`config.mk`:
```
export PLATFORM = sky130hd
export DESIGN_NAME = tdm_demux16
export DESIGN_NICKNAME = d
export VERILOG_FILES = /design/src/rtl/tdm_pkg.sv /design/src/rtl/tdm_slot_ctr.sv /design/src/rtl/tdm_demux16.sv
export SDC_FILE = /design/constraint.sdc
export NUM_CORES = 1
export LEC_CHECK = 0
export ABC_AREA = 1
export CAP_MARGIN = 20
export CORE_MARGIN = 4
export CORE_UTILIZATION = 30
export DETAILED_ROUTE_END_ITERATION = 12
export GPL_ROUTABILITY_DRIVEN = 0
export HOLD_SLACK_MARGIN = 0.03
export PLACE_DENSITY = 0.46
export SLEW_MARGIN = 30
export SYNTH_ARGS = -nofsm -noshare
export SYNTH_HDL_FRONTEND = slang
export SYNTH_SLANG_ARGS = --single-unit
```
`constraint.sdc`:
```
create_clock -name clk -period 4.6 [get_ports clk]
set_input_delay 1.15 -clock clk [delete_from_list [all_inputs] [get_ports clk]]
set_output_delay 1.15 -clock clk [all_outputs]
set_load 0.005 [all_outputs]
```
`src/rtl/tdm_pkg.sv`:
```
// Shared constants for the 16-lane TDM link, used on both the mux and demux sides.
// lane_lo gives the low bit of lane k inside a packed frame vector.
package tdm_pkg;

   localparam int WIDTH = 16;
   localparam int LANES = 16;
   localparam int SEL_W = 4;

   function automatic int lane_lo(input int k);
      return k * WIDTH;
   endfunction

endpackage

```
`src/rtl/tdm_slot_ctr.sv`:
```
// Slot counter for the TDM receiver: counts modulo LANES, with clear and a load-to-1 used on resync.
// Priority is clear, then load-to-1, then increment.
module tdm_slot_ctr
   import tdm_pkg::*;
(
   input  logic             clk,
   input  logic             rst,
   input  logic             i_inc,
   input  logic             i_load1,
   input  logic             i_clr,
   output logic [SEL_W-1:0] o_slot,
   output logic             o_last
);

   logic [SEL_W-1:0] r_slot;

   always_ff @(posedge clk) begin
      if (rst) begin
         r_slot <= '0;
      end else if (i_clr) begin
         r_slot <= '0;
      end else if (i_load1) begin
         r_slot <= SEL_W'(1);
      end else if (i_inc) begin
         r_slot <= r_slot + 1'b1;
      end
   end

   assign o_slot = r_slot;
   assign o_last = (r_slot == SEL_W'(LANES - 1));

endmodule

```
`src/rtl/tdm_demux16.sv`:
```
// 1:16 TDM word demultiplexer: collects slot words 0..LANES-2, closes the frame on the
// last slot and offers all lanes in parallel on a valid/ready output.
module tdm_demux16
   import tdm_pkg::*;
(
   input  logic                   clk,
   input  logic                   rst,
   input  logic [WIDTH-1:0]       in_data,
   input  logic                   in_valid,
   input  logic                   in_sof,
   output logic                   in_ready,
   output logic [LANES*WIDTH-1:0] out_data,
   output logic                   out_valid,
   input  logic                   out_ready,
   output logic [SEL_W-1:0]       slot,
   output logic                   frame_err
);

   // Handshake: a word moves when in_valid & in_ready; a frame moves when out_valid & out_ready.
   // Only the last slot is back-pressured, and only while an unconsumed frame is still held.
   logic [WIDTH-1:0]       r_collect [0:LANES-2];
   logic [LANES*WIDTH-1:0] r_out_data;
   logic                   r_out_valid;
   logic                   r_frame_err;
   logic [SEL_W-1:0]       w_slot;
   logic                   w_last;
   logic                   w_stall;
   logic                   w_acc;
   logic                   w_resync;
   logic                   w_close;
   logic [SEL_W-1:0]       w_wr_idx;

   assign w_stall  = w_last & r_out_valid & ~out_ready;
   assign in_ready = ~w_stall;
   assign w_acc    = in_valid & in_ready;
   // A start-of-frame away from slot 0 wins over a frame close, even on the last slot.
   assign w_resync = w_acc & in_sof & (w_slot != '0);
   assign w_close  = w_acc & w_last & ~w_resync;
   assign w_wr_idx = w_resync ? '0 : w_slot;

   tdm_slot_ctr u_slot_ctr (
      .clk     (clk),
      .rst     (rst),
      .i_inc   (w_acc & ~w_resync),
      .i_load1 (w_resync),
      .i_clr   (w_close),
      .o_slot  (w_slot),
      .o_last  (w_last)
   );

   always_ff @(posedge clk) begin
      if (rst) begin
         for (int k = 0; k < LANES - 1; k++) begin
            r_collect[k] <= '0;
         end
      end else if (w_acc & ~w_close) begin
         r_collect[w_wr_idx] <= in_data;
      end
   end

   always_ff @(posedge clk) begin
      if (rst) begin
         r_out_data  <= '0;
         r_out_valid <= 1'b0;
         r_frame_err <= 1'b0;
      end else begin
         r_frame_err <= w_resync;
         if (w_close) begin
            for (int k = 0; k < LANES - 1; k++) begin
               r_out_data[lane_lo(k) +: WIDTH] <= r_collect[k];
            end
            r_out_data[lane_lo(LANES - 1) +: WIDTH] <= in_data;
            r_out_valid <= 1'b1;
         end else if (out_ready) begin
            r_out_valid <= 1'b0;
         end
      end
   end

   assign out_data  = r_out_data;
   assign out_valid = r_out_valid;
   assign slot      = w_slot;
   assign frame_err = r_frame_err;

endmodule

```
Yosys cells after proc, flatten, opt, wreduce, memory -nomap -nowiden
Memories as Yosys holds them, arrays and structs flattened. A register that Yosys moved wholly into a read port is not among the register bits.
Cells that the tools add are included.
Widths: inputs -> output; s select.
- equality and inequality tests: 1
- reductions and logical operators: 6
- bitwise logic cells: 13
- add/subtract/negate cells: 1
- muxes and demuxes: 13
- operators with widths (cell ; number):
    $mux 16 ; 1
    $reduce_or 16->1 ; 1
    $mux 1 ; 10
    $and 1x1->1 ; 9
    $mux 4 ; 2
    $add 4x1->4 const B ; 1
    $eq 4x4->1 const B ; 1
    $not 1->1 ; 4
    $reduce_bool 2->1 ; 2
    $reduce_bool 4->1 ; 1
    $reduce_or 3->1 ; 1
    $reduce_or 2->1 ; 1
- memories kept: 1
- output and inout port bits: 263
- register bits after elaboration: 262
- logic and storage cells: 40
- RAM bits: 240
- input port bits: 21
- memories (name ; depth ; bits a word ; read ports ; clocked after Yosys merged registers in ; write ports ; line ; source):
    r_collect ; 15 ; 16 ; 15 ; 15 ; 15 ; tdm_demux16.sv:21 ; logic [WIDTH-1:0] r_collect [0:LANES-2];

Logic depth before layout (Yosys ltp)
Gate-level depths: netlist of run 1.
- depth after elaboration: 16
- depth in mapped cells: 11

Modules after synthesis
From an unflattened synthesis of run 1, not the netlist that was laid out.
- cells, all modules: 1729
- area total of the unflattened synthesis: 17724.5 sq um
- modules (own cells, without submodules) (module ; area each (sq um) ; cells an instance ; sequential area each (sq um) ; times used):
    tdm_demux16 ; 17525.6 ; 1701 ; 12371.9 ; 1
    tdm_slot_ctr ; 198.9 ; 28 ; 80.1 ; 1

Worst setup path before layout of run 1
Ideal clock, no wire load.
- path kind: in2reg
- start: input port out_ready
- end: memory r_collect[13][0], enable pin
- setup slack: 1135 ps
- buffers on the path: 1
- stages on the path: 8
- arrival time: 3054 ps
- cells stage by stage: inv_1 nand2_1 nor2_4 nor2_4 nand2_4 buf_6 nand4_2 o21ai_0
- RTL lines (element ; line ; source):
    start: declaration ; tdm_demux16.sv:14 ; input logic out_ready,
    end: declaration ; tdm_demux16.sv:21 ;

Worst setup path after layout of run 1
- start: input port out_ready
- end: output port in_ready
- word-level cells in the longest chain between the ends: 3
- RTL lines (element ; line ; source):
    $not 1->1 ; tdm_demux16.sv:33 ; assign w_stall = w_last & r_out_valid & ~out_ready;
    $and 1x1->1 ; tdm_demux16.sv:33 ;
    $not 1->1 ; tdm_demux16.sv:34 ; assign in_ready = ~w_stall;
    end: declaration ; tdm_demux16.sv:11 ; output logic in_ready,
No other way between the ends.

==> flow_summary_export.csv, run 1 <==
group,metric,value,unit
global_routing,grt_pass1_vias,13600,
die,rows,90,
sta,setup_violations,0,
place,portBuffers,283,
clock_tree,cts.sinks,502,
place,place_area,0.0217,mm²
finish,stdcell_count,2809,
synthesis,syn-num-nets,1800,
clock_tree,cts_resized,0,
sta,fin_skew,18.9,ps
sta,fmax,272,MHz
die,initial_utilization,30.4,%
clock_tree,post-cts-setup-buffers,0,
global_routing,grt.total_usage,17.7,%
critical_path,crit_path_end_kind,"output port",
synthesis,ys_seq_elements,502,
global_routing,grt_overflow,0,
job,drv_cap,0,
place,post-place-ws,769,ps
detailed_routing,drc,0,
sta,hold_violations,0,
detailed_routing,avgViaCountPerCell,4.85,
detailed_routing,wl_per_cell,21.4,µm
sta,rsz0062_at_grt,"false",
clock_tree,cts_buffers,55,
critical_path,cp_slowest_cell,"clkdlybuf4s50_1",
synthesis,synth-seq-area-share,67.8,%
synthesis,ys_types,27,
detailed_routing,ant_nets,0,
finish,syn_to_final_growth,27.3,%
detailed_routing,wl,60200,µm
outcome,status,"finished clean",
critical_path,r2r_start,"u_slot_ctr.o_slot[0]",
critical_path,slowest_delay,560,ps
finish,diodes,0,
critical_path,critPathLaunchType,"input port",
sta,setup_slack,922,ps
detailed_routing,via_count,13600,
critical_path,cp_max_fo,2,
critical_path,path_delay_family,"buffers and inverters",
detailed_routing,dr.pass1.iters,5,
critical_path,path_class,"input port to output port",
min_path,min_from,"out_data[180]",
clock_tree,clk_pin_slew_worst_paths,60,ps
clock_tree,clockBufferDepth,3,
die,die_area,0.0652,mm²
die,dieWidth,255,µm
sta,fin_crit,3680,ps
critical_path,startpoint,"out_ready",
min_path,hp-class,"flip-flop to flip-flop",
place,place_inst,2707,
synthesis,syn_area,0.0184,mm²
critical_path,cp_num_buf_inv,4,
sta,period_share,80.0,%
place,hpwlAfterDp,36500,µm
pwr,ir_worst_vdd,0.265,mV
clock_tree,ctsHoldBuffers,0,
finish,fin_area,0.0234,mm²
synthesis,yosys_warnings,0,
die,fp.dieH,255,µm
sta,report.final.slew_viol_count,0,
critical_path,worstPathCellList,"clkdlybuf4s50_1 -> inv_1 -> nand2_1 -> nor2_4 -> inv_1 -> clkdlybuf4s50_1",
global_routing,grt_pass1_wl,89300,µm
synthesis,syn_area_per_cell,10.3,µm²
clock_tree,htreeDepth,2,
global_routing,grt_antenna_before_repair,0,
clock_tree,clk_latency,590,ps
finish,utilization,38.7,%
critical_path,arrival,2530,ps
synthesis,syn_inst,1777,
finish,final_layout_size_suffix_gt1_share,6.86,%
critical_path,crit_required,3450,ps
sta,worst-slew-pin-transition,1020,ps
finish,finalNetCount,2005,
clock_tree,tritoncts,"done",
global_routing,grt_max_degree,119,
clock_tree,cts_root_buf,"clkbuf_16",
sta,slew_headroom,32.1,%
sta,fin_setup_tns,0,ps
die,ios,284,
detailed_routing,drtIter0Drc,989,
die,coreArea,0.0605,mm²
pwr,powerDensity,395,mW/mm²
pwr,p_leak,7.75,nW
## synth_stat cells
library cell,instances,area [µm²]
nand2_1,277,1040
dfxtp_1,262,5250
a21oi_1,261,1310
nand3_1,261,1310
edfxtp_1,240,7210
nor2_1,169,634
clkbuf_1,96,360
nor3_1,80,400
buf_2,52,260
inv_1,31,116
buf_4,7,52.6
nand3_4,7,123
o21ai_0,7,35.0
nand2_2,5,31.3
nand4_2,5,62.6
nor2_4,3,33.8
clkinv_1,2,7.51
ha_1,2,25.0
o21ai_2,2,17.5
a21boi_4,1,18.8
buf_6,1,11.3
nand2_4,1,11.3
nor2_2,1,6.26
nor2_8,1,20.0
o211ai_1,1,7.51
o21ai_4,1,16.3
xor2_1,1,8.76
## stage by stage
step / hold slack, ps / total power [mW]
2_1_floorplan: 456 / 5.07
3_3_place_gp: 448 / 5.24
3_5_place_dp: 452 / 5.24
4_1_cts: 464 / 9.34
5_1_grt: 476 / 9.53
6_report: 460 / 9.24
## cell type report
type | instances | area, µm²
multi-input combinational | 1086 | 5120
inverter | 33 | 131
tap | 782 | 978
clock inverter | 33 | 200
sequential | 502 | 12500
fill | 5939 | 37100
timing repair buffer | 304 | 3050
clock buffer | 69 | 1450
## registers in the layout, summed over array words and instances (netlist names)
register / cells
out_data: 256
r_collect: 240
u_slot_ctr.o_slot: 4
out_valid: 1
frame_err: 1
## cell usage in the layout, fill, tap and decap left out, types with 2 or more instances in the layout
| cell type | instances |
|---|---|
| a21oi_1 | 261 |
| nor2_1 | 169 |
| dfxtp_1 | 262 |
| o21ai_2 | 4 |
| nand3_1 | 261 |
| nand3_4 | 7 |
| clkbuf_1 | 12 |
| inv_2 | 15 |
| nor3_1 | 80 |
| nand2_2 | 4 |
| o21ai_1 | 3 |
| inv_1 | 16 |
| nand2_1 | 277 |
| nor2_4 | 3 |
| nand4_2 | 5 |
| clkinv_2 | 11 |
| o21ai_0 | 2 |
| clkbuf_8 | 3 |
| edfxtp_1 | 240 |
| clkinv_1 | 19 |
| bufinv_16 | 2 |
| buf_4 | 16 |
| clkdlybuf4s50_1 | 282 |
| ha_1 | 2 |
| buf_12 | 4 |
| clkbuf_16 | 55 |
## worst reg2reg max path, stage by stage (launching register included)
cell,delay [ps]
dfxtp_1,540
inv_1,190
ha_1,280
a21boi_4,310
o21ai_4,160
nor2_8,290
nand2_2,310
nand2_1,620
## path summary, 6_finish.rpt
check	cells past startpoint	slack, ps	endpoint
setup reg to reg	7	1550	r_collect[10][1]
setup / recovery	6	920	in_ready
hold reg to reg	2	460	out_data[180]
hold / removal	2	460	out_data[180]
## per-layer routing
metal / global-route usage, % / up-vias / wire length [µm]
met1: 23.3 / 6679 / 26700
met3: 4.30 / 80 / 3410
met2: 29.5 / 330 / 28600
li1: - / 6522 / -
met5: 0 / - / 0
met4: 4.64 / 0 / 1470
## cells by family after synthesis
kind of cell    after synthesis  synth area share [%]
flops                       502                  67.8
compound gates              273                  7.63
fa+ha+maj                     2                 0.136
buf+inv                     189                  4.40
xor+xnor                      1                0.0477
simple gates                810                  20.0
## where the power goes
group / switching, mW / internal (mW)
Clock: 1.77 / 2.33
Combinational: 0.287 / 0.0538
Sequential: 0.0377 / 4.76
Total: 2.10 / 7.14
Note: power is estimated with default switching activity, not from simulation.
==> inputs of run 2 (changes only) <==
--- a/config.mk
+++ b/config.mk
@@ -12,7 +12,7 @@
 export DETAILED_ROUTE_END_ITERATION = 12
 export GPL_ROUTABILITY_DRIVEN = 0
 export HOLD_SLACK_MARGIN = 0.03
-export PLACE_DENSITY = 0.46
+export PLACE_DENSITY = 0.47
 export SLEW_MARGIN = 30
 export SYNTH_ARGS = -nofsm -noshare
 export SYNTH_HDL_FRONTEND = slang
==> constraint.sdc (replaced) <==
create_clock -name clk -period 3 [get_ports clk]
set_input_delay 0.75 -clock clk [delete_from_list [all_inputs] [get_ports clk]]
set_output_delay 0.75 -clock clk [all_outputs]
set_load 0.005 [all_outputs]
==> run 2 against run 1 <==
Effect of this change: sequential power is 53% higher; register-to-register slack worse by 940 ps; die area stayed put; largest power group unchanged.
==> flow_summary_export.csv, run 2 (synthesized netlist as in run 1, its figures left out) <==
group,metric,value,unit
pwr,pwr-share-comb,4.2,%
sta,fmax,345,MHz
die,die_area,0.0652,mm²
clock_tree,cts.sinks,502,
sta,report.final.slew_viol_count,0,
place,portBuffers,283,
outcome,status,"finished clean",
global_routing,grt_pass1_wl,90500,µm
sta,worst-slew-pin-transition,927,ps
global_routing,grt.total_usage,18.0,%
pwr,powerDensity,605,mW/mm²
clock_tree,clk_latency,600,ps
pwr,power.internal,11.4,mW
place,hpwlAfterDp,37400,µm
critical_path,crit_required,2250,ps
detailed_routing,wl,60700,µm
die,dieWidth,255,µm
detailed_routing,via_count,14000,
finish,largest_reg_flops,256,
pwr,seqPwrFrac,49.9,%
critical_path,r2r_slack,610,ps
clock_tree,clockBufferDepth,3,
detailed_routing,dr.pass1.iters,5,
die,rows,90,
clock_tree,post-cts-setup-buffers,0,
critical_path,crit_path_end_kind,"output port",
finish,final_common_cell,"clkdlybuf4s50_1",
die,ios,284,
detailed_routing,avgViaCountPerCell,4.88,
clock_tree,tritoncts,"done",
detailed_routing,ant_nets,0,
pwr,p_switching,3.28,mW
critical_path,reg2reg_depth,10,
critical_path,critPathLaunchType,"flip-flop",
clock_tree,cts_root_buf,"clkbuf_16",
pwr,netSwitchingFraction,22.3,%
min_path,min_path_cells,2,
pwr,p_leak,8.24,nW
sta,rsz0062_at_grt,"false",
sta,fin_skew,18.1,ps
critical_path,arrival,2150,ps
global_routing,grt_max_degree,179,
finish,finalNetCount,2062,
detailed_routing,wl_per_cell,21.1,µm
job,drv_cap,0,
critical_path,path_class,"flip-flop to output port",
critical_path,cp_max_fo,9,
critical_path,rr_endpoint,"r_collect[9][12]",
die,initial_utilization,30.4,%
pwr,p_clk_share,45.9,%
global_routing,grt_pass1_vias,13900,
clock_tree,clk_pin_slew_worst_paths,60,ps
min_path,hp-class,"flip-flop to flip-flop",
sta,hold_violations,0,
finish,final_layout_size_suffix_gt1_share,9.49,%
clock_tree,cts_buffers,57,
finish,syn_to_final_growth,32.6,%
global_routing,grt_overflow,0,
sta,slew_headroom,38.2,%
sta,setup_violations,0,
detailed_routing,drtIter0Drc,1017,
critical_path,slowest_delay,510,ps
finish,n_fill_cell,5853,
die,fp.dieH,255,µm
critical_path,worstPathCellList,"ha_2 -> nand3_4 -> nor2_4 -> inv_1 -> clkdlybuf4s50_1",
finish,most-common-layout-cells,"clkdlybuf4s50_1 (282), nand2_1 (277), nand3_1 (261), a21oi_1 (261), dfxtp_1 (258)",
sta,fin_crit,2900,ps
die,coreArea,0.0605,mm²
detailed_routing,drc,0,
sta,fin_setup_tns,0,ps
critical_path,r2r_start,"u_slot_ctr.o_slot[0]",
pwr,ir_worst_vdd,0.398,mV
min_path,min_from,"out_data[221]",
global_routing,grt_antenna_before_repair,1,
finish,utilization,40.3,%
min_path,hold_path_end,"out_data[221]",
sta,period_share,96.6,%
critical_path,cp_slowest_cell,"clkdlybuf4s50_1",
clock_tree,htreeDepth,2,
==> run 2: how the worst max path moves through the flow <==
stage                               startpoint           endpoint  depth (start not counted)
after floorplan                      out_ready   r_collect[13][0]                          8
final                     u_slot_ctr.o_slot[0]           in_ready                          5
after CTS                 u_slot_ctr.o_slot[1]           in_ready                          5
after detailed placement             out_ready   r_collect[10][8]                         11
after global routing      u_slot_ctr.o_slot[0]           in_ready                          5
after global placement               out_ready  r_collect[10][12]                         11
==> run 2: final cells by class <==
class / instances / area (µm²) / area share [%]
Sequential cell: 502 / 12500 / 51.2
Antenna cell: 1 / 2.50 / 0.0103
Clock inverter: 13 / 83.8 / 0.344
Multi-Input combinational cell: 1086 / 5130 / 21.1
Clock buffer: 94 / 1760 / 7.22
Tap cell: 782 / 978 / 4.02
Timing Repair Buffer: 359 / 3810 / 15.6
Inverter: 33 / 131 / 0.539
==> run 2: per-stage QoR <==
stage | power [mW] | setup WS [ps] | std cells | instance area (µm²) | hold WS (ps)
6_report | 14.7 | 103 | 2870 | 24400 | 458
5_1_grt | 15.3 | 15.1 | 2870 | 24400 | 473
2_1_floorplan | 7.78 | 369 | 1777 | 18400 | 456
3_3_place_gp | 8.13 | 16.1 | 2762 | 22500 | 448
3_5_place_dp | 8.13 | 12.3 | 2762 | 22500 | 451
4_1_cts | 14.9 | 21.7 | 2869 | 24300 | 462
==> run 2: power by group through the flow <==
stage	Sequential [mW]	Combinational (mW)	Clock, mW
2_1_floorplan	7.47	0.302	0
3_3_place_gp	7.50	0.628	0
3_5_place_dp	7.50	0.630	0
4_1_cts	7.35	0.632	6.95
5_1_grt	7.36	0.661	7.23
6_report	7.35	0.618	6.76
==> run 2: what timing repair did <==
item | 4_1_cts | 5_1_grt
pin swaps | 0 | 0
gates resized for setup | 6 | 1
hold endpoints to repair | 0 | 0
hold buffers | 0 | 0
endpoints found under the setup margin | 1 | 1
==> run 2: metal layers <==
metal	global-route usage (%)	part of all wire, %
met3	3.00	5.0
met4	5.64	2.8
met2	29.9	48
met5	0	0
met1	24.1	44
==> run 2: worst max-delay path: cells and delay by family, from the launching register on <==
family                     cells  cell delay (ps)
buffers and inverters          2              580
and+or+nand+nor                2              320
DFF                            1              410
adders and majority gates      1              240
==> inputs of run 3 (changes only) <==
--- a/config.mk
+++ b/config.mk
@@ -7,13 +7,16 @@
 export LEC_CHECK = 0
 export ABC_AREA = 1
 export CAP_MARGIN = 20
+export CELL_PAD_IN_SITES_DETAIL_PLACEMENT = 1
+export CELL_PAD_IN_SITES_GLOBAL_PLACEMENT = 1
+export CORE_ASPECT_RATIO = 2
 export CORE_MARGIN = 4
 export CORE_UTILIZATION = 30
 export DETAILED_ROUTE_END_ITERATION = 12
 export GPL_ROUTABILITY_DRIVEN = 0
 export HOLD_SLACK_MARGIN = 0.03
-export PLACE_DENSITY = 0.47
-export SLEW_MARGIN = 30
+export PLACE_DENSITY = 0.59
+export SLEW_MARGIN = 20
 export SYNTH_ARGS = -nofsm -noshare
 export SYNTH_HDL_FRONTEND = slang
 export SYNTH_SLANG_ARGS = --single-unit
==> run 3 against run 2 <==
Effect of this change: fmax increased by 0.18%; sequential power about the same; critical path depth is the same; clock-buffer cell count down 37; global-route usage grew 0.56 points; routed wire length increased by 2.4%; via count fell by 0.11%; clock power down 3.3%; largest cell class unchanged; combinational power grew 5.8%; register-to-register slack got worse by 30 ps.
==> flow_summary_export.csv, run 3 (synthesized netlist as in run 1, its figures left out) <==
group,metric,value,unit
outcome,status,"finished clean",
detailed_routing,drc,0,
critical_path,critPathLaunchType,"flip-flop",
place,post-place-ws,111,ps
clock_tree,cts_root_buf,"clkbuf_16",
pwr,seqPwrFrac,50.5,%
place,portBuffers,283,
sta,hold_slack,461,ps
clock_tree,post-cts-setup-buffers,0,
sta,fin_crit,2890,ps
sta,fmax,346,MHz
detailed_routing,avgViaCountPerCell,4.89,
place,hpwlAfterDp,40100,µm
pwr,pwr-share-comb,4.5,%
finish,most-common-layout-cells,"clkdlybuf4s50_1 (282), nand2_1 (277), nand3_1 (261), a21oi_1 (261), dfxtp_1 (260)",
finish,utilization,39.8,%
sta,report.final.slew_viol_count,0,
critical_path,path_delay_family,"buffers and inverters",
clock_tree,cts_buffers,47,
finish,largest_reg_flops,256,
pwr,netSwitchingFraction,22.6,%
critical_path,cp_max_fo,9,
die,die_area,0.0655,mm²
sta,rsz0062_at_grt,"false",
finish,finalNetCount,2064,
finish,final_common_cell,"clkdlybuf4s50_1",
critical_path,crit_path_end_kind,"output port",
global_routing,grt_pass1_wl,92600,µm
finish,n_fill_cell,6769,
clock_tree,clk_latency,590,ps
die,fp.dieH,358,µm
sta,hold_violations,0,
die,dieWidth,183,µm
die,ios,284,
detailed_routing,drtIter0Drc,810,
global_routing,grt_antenna_before_repair,0,
sta,fin_skew,25.5,ps
critical_path,cp_slowest_cell,"clkdlybuf4s50_1",
critical_path,cp_num_buf_inv,2,
min_path,hp-class,"flip-flop to flip-flop",
sta,period_share,96.4,%
sta,worst-slew-pin-transition,1090,ps
pwr,power.internal,11.2,mW
sta,setup_violations,0,
detailed_routing,via_count,14000,
critical_path,path_class,"flip-flop to output port",
die,coreArea,0.0609,mm²
job,drv_cap,0,
clock_tree,clk_pin_slew_worst_paths,70,ps
global_routing,grt_pass1_vias,14400,
detailed_routing,dr.pass1.iters,5,
finish,diodes,0,
pwr,powerDensity,600,mW/mm²
critical_path,crit_required,2250,ps
global_routing,grt_max_degree,167,
global_routing,grt_overflow,0,
pwr,p_leak,8.18,nW
critical_path,slowest_delay,460,ps
pwr,ir_worst_vdd,0.388,mV
sta,setup_slack,108,ps
detailed_routing,ant_nets,0,
detailed_routing,wl_per_cell,21.7,µm
critical_path,worstPathCellList,"ha_2 -> nand3_4 -> nor2_4 -> inv_1 -> clkdlybuf4s50_1",
critical_path,arrival,2140,ps
clock_tree,clockBufferDepth,3,
die,initial_utilization,30.2,%
pwr,p_switching,3.29,mW
pwr,p_clk_share,45.0,%
global_routing,grt.total_usage,18.5,%
sta,fin_setup_tns,0,ps
finish,final_layout_size_suffix_gt1_share,9.52,%
detailed_routing,wl,62200,µm
finish,syn_to_final_growth,31.9,%
clock_tree,htreeDepth,2,
sta,slew_headroom,27.3,%
clock_tree,cts.sinks,502,
die,rows,128,
clock_tree,tritoncts,"done",
[run 3: cell types whose count changed in the layout (fill, tap and decap cells not counted), sizes merged, moves of 3 or more]
| cell | change |
|---|---|
| clkbuf | -37 |
| buf | +12 |
| bufinv | +9 |
| clkinv | +7 |
| clkinvlp | +3 |
[run 3: final timing paths]
kind,from,endpoint,slack [ps],cells past startpoint
setup reg to reg,u_slot_ctr.o_slot[0],r_collect[9][11],580,10
setup / recovery,u_slot_ctr.o_slot[0],in_ready,110,5
hold / removal,out_data[197],out_data[197],460,2
hold reg to reg,out_data[197],out_data[197],460,2
[run 3: power by group through the flow]
stage	combinational, mW	sequential [mW]	clock [mW]
CTS	0.673	7.34	6.71
global placement	0.663	7.49	0
floorplan	0.302	7.47	0
global route	0.702	7.34	6.95
finish	0.654	7.34	6.54
detailed placement	0.671	7.49	0
[run 3: final cells by class]
type | count | area, µm² | share of cell area, %
Multi-Input combinational cell | 1086 | 5130 | 21.2
Clock inverter | 31 | 420 | 1.74
Clock buffer | 57 | 1240 | 5.14
Tap cell | 780 | 976 | 4.03
Inverter | 33 | 131 | 0.542
Timing Repair Buffer | 371 | 3860 | 15.9
Sequential cell | 502 | 12500 | 51.4
[run 3: timing repair]
item | CTS | global route
pin swaps | 0 | 0
endpoints found under the setup margin | 1 | 1
hold buffers | 0 | 0
resized for setup | 3 | 1
cloned | 0 | 0
[run 3: worst min-delay path: cells and delay by family, from the launching register on]
family / cells / cell delay, ps
flip-flops: 1 / 310
AND/OR/NAND/NOR: 1 / 60
AO/OA/AOI/OAI: 1 / 50
[run 3: per-stage QoR]
step	area, µm²	total power [mW]	cells
global route	24200	15.0	2860
detailed placement	22500	8.16	2772
CTS	24200	14.7	2860
floorplan	18400	7.78	1777
global placement	22500	8.15	2772
finish	24200	14.5	2860
[run 3: layer usage]
layer,part of all wire [%],global-route usage [%],vias to the layer above
met4,3.5,6.50,0
met3,3.6,2.27,86
li1,-,-,6628
met2,53,34.2,320
met1,40,22.0,6943
met5,0,0,-
